[config.mk]
export PLATFORM = sky130hd
export DESIGN_NAME = button_conditioner
export DESIGN_NICKNAME = d
export VERILOG_FILES = /design/src/rtl/button_conditioner.sv
export SDC_FILE = /design/constraint.sdc
export NUM_CORES = 1
export LEC_CHECK = 0
export ABC_AREA = 1
export BUFFER_PORTS_ARGS = -buffer_cell sky130_fd_sc_hd__buf_2
export CORE_MARGIN = 2
export CORE_UTILIZATION = 45
export CTS_BUF_LIST = sky130_fd_sc_hd__clkbuf_4 sky130_fd_sc_hd__clkbuf_8 sky130_fd_sc_hd__clkbuf_16
export DETAILED_ROUTE_END_ITERATION = 10
export PLACE_DENSITY = 0.68
export SKIP_LAST_GASP = 1
export SLEW_MARGIN = 20
export SYNTH_ARGS = -nofsm -noshare
export SYNTH_HDL_FRONTEND = slang
export SYNTH_SLANG_ARGS = --single-unit
export TNS_END_PERCENT = 20
[constraint.sdc]
create_clock -name clk -period 1.7 [get_ports clk]
set_clock_uncertainty 0.05 [all_clocks]
set_input_delay 0.255 -clock clk [delete_from_list [all_inputs] [get_ports clk]]
set_output_delay 0.255 -clock clk [all_outputs]
set_load 0.02 [all_outputs]
[src/rtl/button_conditioner.sv]
// Input stage for the five Basys3 push-buttons: two-flop synchronizer, per-button
// debounce counter, registered rise pulses, and press-toggled sel/en control state.
module button_conditioner #(
  parameter int STABLE_CYCLES = 1000000,
  parameter int CNT_W         = 20
) (
  input  logic       clk,
  input  logic       reset_n,
  input  logic       btnl,
  input  logic       btnu,
  input  logic       btnd,
  input  logic       btnr,
  input  logic       btnc,
  output logic [4:0] btn_db,
  output logic [4:0] btn_rise,
  output logic [3:0] sel,
  output logic       en
);

  localparam int               NUM_BTN  = 5;
  localparam logic [CNT_W-1:0] LAST_CNT = CNT_W'(STABLE_CYCLES - 1);

  logic [NUM_BTN-1:0] raw;
  logic [NUM_BTN-1:0] sync0;
  logic [NUM_BTN-1:0] sync1;
  logic [NUM_BTN-1:0] db_next;
  logic [NUM_BTN-1:0] rise_next;
  logic [CNT_W-1:0]   cnt      [NUM_BTN];
  logic [CNT_W-1:0]   cnt_next [NUM_BTN];

  assign raw = {btnc, btnr, btnd, btnu, btnl};

  // A mismatch must persist through the whole count; any agreement clears it.
  always_comb begin
    for (int i = 0; i < NUM_BTN; i++) begin
      // NOTE: every output of this block gets a default first, so no path leaves
      // it unassigned and no latch is inferred.
      cnt_next[i] = '0;
      db_next[i]  = btn_db[i];
      if (sync1[i] != btn_db[i]) begin
        if (cnt[i] == LAST_CNT) begin
          db_next[i] = sync1[i];
        end else begin
          cnt_next[i] = cnt[i] + 1'b1;
        end
      end
    end
  end

  // Rise and toggle are derived from db_next so they land on the same edge as db.
  assign rise_next = db_next & ~btn_db;

  always_ff @(posedge clk) begin
    if (!reset_n) begin
      sync0    <= '0;
      sync1    <= '0;
      btn_db   <= '0;
      btn_rise <= '0;
      sel      <= '0;
      en       <= 1'b0;
      // NOTE: the counter array is tiny and must restart on reset to abort any
      // count in progress, so every entry is cleared rather than left unreset.
      for (int i = 0; i < NUM_BTN; i++) begin
        cnt[i] <= '0;
      end
    end else begin
      // NOTE: non-blocking assignments keep sync0 -> sync1 a true two-stage
      // pipeline; blocking ones would collapse it into a single flop.
      sync0    <= raw;
      sync1    <= sync0;
      cnt      <= cnt_next;
      btn_db   <= db_next;
      btn_rise <= rise_next;
      sel      <= sel ^ rise_next[3:0];
      en       <= en ^ rise_next[4];
    end
  end

endmodule

==> results.yml, run 1 <==
yosys:
  synthesis.nets: 889
  netlist_area_um2: 6090
  seq_area_frac_synth: 0.411
  synth_largest_area_cell: "dfxtp_1"
  synth_cell_types: 37
  synth_seq_cells: 125
  synth_edf_count: 0
  netlist_instances: 877
  ys_top_cells_by_count: "nand2_1, nor2_1, dfxtp_1"
  async_reset_ff_frac: 0
  synth_top_area_frac: 0.411
  syn_avg_cell_area_um2: 6.95
  yosysMostFrequentCell: "nand2_1"
  synth_top_flop_cell: "dfxtp_1"
  synth_area_leaders: "dfxtp_1, nand2_1, nor2_1"
  yosys_warnings: 0
grt:
  grt_pass1_wl_um: 21800
  antenna_found_initial: 0
  gr-total-overflow: 0
  grt_pass1_vias: 5096
  grt_util_all_layers: 0.186
  grt_max_degree: 21
sta:
  setup_viol: 0
  final_max_slew_viol_count: 0
  rsz0062_at_grt: "yes"
  min_period_ps: 1570
  period_share: 0.924
  slew_headroom: 0.674
  finalHoldWorstSlack_ps: 117
  finalHoldViolations: 0
  worst_pin_slew_ps: 489
  max_freq_mhz: 637
floorplan:
  core_area_um2: 13200
  num_rows: 42
  initial_core_util: 0.460
  die_w_um: 120
  die_h_um: 120
  dieArea_um2: 14500
  io_pins: 22
placement:
  gp_congestion: 0.868
  io_buffers: 21
  dp_hpwl_um: 9240
drt:
  dr.pass1.iters: 5
  drtIter0Drc: 235
  vias: 5450
  route.detailed.drc: 0
  vias_per_cell: 4.88
  ant_nets: 0
  wl_per_cell_um: 11.3
  totalWireLength_um: 12600
critical_path:
  cp-start-kind: "flip-flop"
  endpoint_kind: "flip-flop"
  critPathRequiredTime_ps: 1950
  reg2reg_slack_ps: 130
  crit_type: "reg -> reg"
  arrival_ps: 1820
  critPathMaxFanout: 10
finish:
  layout-drive-gt1-share: 0.129
  fill_cells: 1320
  syn_to_final_growth_pct: 17.5
  antenna_cells: 0
  fin_nets: 940
cts:
  h-tree-depth: 4
  cts_made_buffers: 17
  clockBufferDepth: 2
  clk_latency_ps: 420
  path_clk_slew_ps: 60
  root_buffer: "clkbuf_16"
  postCtsSetupRepairBufs: 0
  clock-sinks: 125
  cts_tree: "done"
pwr:
  peakVddDrop_mv: 0.691
  leakage_nw: 2.54
  power.density_nw_per_um2: 903
  p_total_mw: 6.46
worst_hold_path:
  min_path_type: "in -> reg"
flow_run:
  cap_viol_max_count: 0
status:
  status: "finished clean"
[final cells by class]
| class | count | area [um2] | share of cell area |
|---|---|---|---|
| Multi-Input combinational cell | 632 | 3110 | 0.435 |
| Sequential cell | 125 | 2500 | 0.350 |
| Clock buffer | 22 | 475 | 0.0664 |
| Inverter | 109 | 409 | 0.0572 |
| Timing Repair Buffer | 43 | 345 | 0.0483 |
| Tap cell | 176 | 220 | 0.0308 |
| Clock inverter | 10 | 91.3 | 0.0128 |
[metal layers]
layer,track usage,share of wire
met2,0.309,0.47
met1,0.227,0.48
met5,0,0
met4,0.0821,0.015
met3,0.0509,0.034
[sequential cells by signal, summed over array words and instances, names as in the netlist]
register  cells
btn_db        5
btn_rise      5
cnt         100
en            1
sel           4
sync0         5
sync1         5
[worst max-delay path, stage by stage (launching register included)]
cell      delay [ps]
dfxtp_1          360
ha_1             180
nand2_1           90
inv_1             80
nand2_1          100
nor2_1           190
nand2_2          110
nand2_2          130
buf_12           140
a211oi_1          40
[cell families (layout without fill, tap and decap cells)]
| group | after synthesis | in the layout | share of synthesized area |
|---|---|---|---|
| AO/OA/AOI/OAI | 67 | 67 | 0.0575 |
| AND/OR/NAND/NOR | 535 | 535 | 0.404 |
| flip-flops | 125 | 125 | 0.411 |
| buffers and inverters | 120 | 184 | 0.0815 |
| XOR/XNOR | 25 | 25 | 0.0359 |
| adder cells (fa/ha/maj) | 5 | 5 | 0.0103 |
[final timing paths]
kind                    to  startpoint  cells past startpoint
hold reg to reg   sync1[4]    sync0[4]                      2
hold / removal    sync0[2]     reset_n                      3
setup / recovery    cnt[8]      cnt[0]                      9
setup reg to reg    cnt[8]      cnt[0]                      9
[where the power goes]
group,switching [mW],internal [mW],leakage [nW]
Clock,1.29,2.12,0.268
Combinational,0.0502,0.0389,1.26
Sequential,0.0105,2.95,1.01
Total,1.35,5.11,2.54
[cell usage in the layout (no fill, tap or decap), types with 4 or more instances in the layout]
cell type	netlist	routed
ha_1	5	5
nand3b_1	6	6
inv_1	107	107
nand2_2	9	10
nor2_2	13	14
xnor2_1	10	10
or2_2	7	7
nor3_1	39	38
nand3_1	37	37
a21oi_1	46	46
or2_0	4	4
clkbuf_16	0	17
buf_2	1	21
buf_12	0	5
clkinvlp_4	0	5
buf_4	6	12
nor3_2	5	6
xor2_1	15	15
o21ai_0	13	13
nand2_1	193	192
nor2_1	164	163
nand3_2	5	5
dfxtp_1	125	125
nor2_4	5	5
nor3b_1	9	9
nand4_1	34	34
dlygate4sd3_1	0	5
[what timing repair did]
item | 4_1_cts | 5_1_grt
endpoints found under the hold margin | 5 | 0
endpoints found under the setup margin | 0 | 46
hold buffers | 5 | 0
resized for setup | 0 | 4
[metrics by stage]
step           TNS, ps  std cells  utilization  setup slack [ps]  area, um2
3_3_place_gp         0       1080        0.492               144       6520
3_5_place_dp         0       1080        0.492               128       6520
2_1_floorplan        0        877            -               260       6090
6_report             0       1117        0.540               129       7160
4_1_cts              0       1117        0.539               113       7140
5_1_grt           -518       1117        0.540             -35.1       7160
(Power assumes the default switching activity.)
==> inputs of run 2 (changes only) <==
CORE_UTILIZATION = 40   (was 45)
PLACE_DENSITY = 0.63   (was 0.68)
==> run 2 against run 1 <==
Final area grew 0.68%; register-to-register slack is essentially flat; count of clock-buffer cells in the layout shrank 2; final cell count grew 1.4%; clock power grew 2%; sequential power is essentially flat; power grew 0.90%; setup slack gained 12 ps; die area grew 12%; global-route usage shrank 2.2 points; hold slack lost 18 ps; highest routed layer unchanged.
==> results.yml, run 2 (same netlist as run 1, synthesis figures left out) <==
sta:
  finalHoldWorstSlack_ps: 98.6
  finalHoldViolations: 0
  rsz0062_at_grt: "yes"
  final_max_slew_viol_count: 0
  min_period_ps: 1560
  period_share: 0.917
  worst_pin_slew_ps: 479
  setup_viol: 0
  slew_headroom: 0.681
  setup_tns_ps: 0
  max_freq_mhz: 642
pwr:
  power.density_nw_per_um2: 905
  p_total_mw: 6.52
  leakage_nw: 2.57
  peakVddDrop_mv: 0.750
cts:
  root_buffer: "clkbuf_16"
  clk_latency_ps: 420
  cts_made_buffers: 17
  h-tree-depth: 4
  clockBufferDepth: 2
  clock-sinks: 125
  cts_tree: "done"
  path_clk_slew_ps: 60
grt:
  grt_pass1_wl_um: 21800
  gr-total-overflow: 0
  antenna_found_initial: 0
  grt_util_all_layers: 0.164
  grt_pass1_vias: 4958
  grt_max_degree: 21
finish:
  final_common_cell: "nand2_1"
  largest_reg_flops: 100
  fin_nets: 944
  final_cell_mix: "nand2_1, nor2_1, dfxtp_1, inv_1, a21oi_1"
  design_area_um2: 7200
  top_register: "cnt"
  syn_to_final_growth_pct: 18.3
  layout-drive-gt1-share: 0.132
  antenna_cells: 0
placement:
  placed_cell_area_um2: 6540
  dp_hpwl_um: 9340
  io_buffers: 21
  gp_congestion: 0.885
drt:
  dr.pass1.iters: 5
  route.detailed.drc: 0
  drtIter0Drc: 319
  vias: 5423
  wl_per_cell_um: 11.1
  ant_nets: 0
  totalWireLength_um: 12600
  vias_per_cell: 4.79
floorplan:
  io_pins: 22
  die_w_um: 127
  core_area_um2: 15000
  num_rows: 45
  dieArea_um2: 16200
  die_h_um: 127
  initial_core_util: 0.405
worst_hold_path:
  min_path_type: "in -> reg"
flow_run:
  cap_viol_max_count: 0
status:
  status: "finished clean"
critical_path:
  critPathMaxFanout: 20
  endpoint_kind: "flip-flop"
  critPathRequiredTime_ps: 1950
  crit_type: "reg -> reg"
  cp-start-kind: "flip-flop"
  arrival_ps: 1810
-- run 2: cell types whose count changed in the layout (fill, tap and decap cells not counted) --
cell	change
ha_1	-1
clkinv_4	+2
nor3_2	-1
buf_4	+4
clkinvlp_4	-3
ha_2	+1
clkbuf_4	-2
inv_6	+3
nor3_1	+1
-- run 2: layout make-up --
cell class,count,area [um2]
multi-input combinational,632,3110
inverter,109,409
clock buffer,20,460
tap,188,235
timing repair buffer,47,375
sequential,125,2500
clock inverter,12,113
fill,1474,7830
-- run 2: critical path, cell delays in order (launching register included) --
cell	delay [ps]
dfxtp_1	350
ha_1	170
nand2_1	70
nor2_2	120
inv_2	70
nor2_4	170
nand2_1	100
nand2_1	120
buf_12	170
nor3_1	60
-- run 2: through the flow --
step	utilization	setup WS, ps	cells
after global routing	0.479	-31.5	1133
after floorplan	-	260	877
after detailed placement	0.435	114	1092
after CTS	0.476	99.7	1129
after global placement	0.435	161	1092
final	0.479	141	1133
-- run 2: layer usage --
metal  share of wire  GRT usage
met1            0.50      0.215
met2            0.46      0.264
met3           0.034     0.0427
met4           0.014     0.0543
met5               0          0
-- run 2: report_power, final --
group	internal, mW	switching [mW]	leakage (nW)
Combinational	0.0389	0.0490	1.28
Sequential	2.95	0.0102	1.01
Clock	2.11	1.36	0.281
-- run 2: worst paths after layout --
path	cells after the start	to	slack [ps]	startpoint
worst max-delay path	9	cnt[48]	140	cnt[41]
worst min-delay path	3	sel[3]	100	reset_n
worst max register to register	9	cnt[48]	140	cnt[41]
worst min register to register	2	sync1[4]	360	sync0[4]
-- run 2: timing repair --
action	in CTS	in global routing
setup endpoints to repair	0	54
hold buffers	5	0
gates resized for setup	0	4
endpoints found under the hold margin	5	0
buffers inserted	0	4
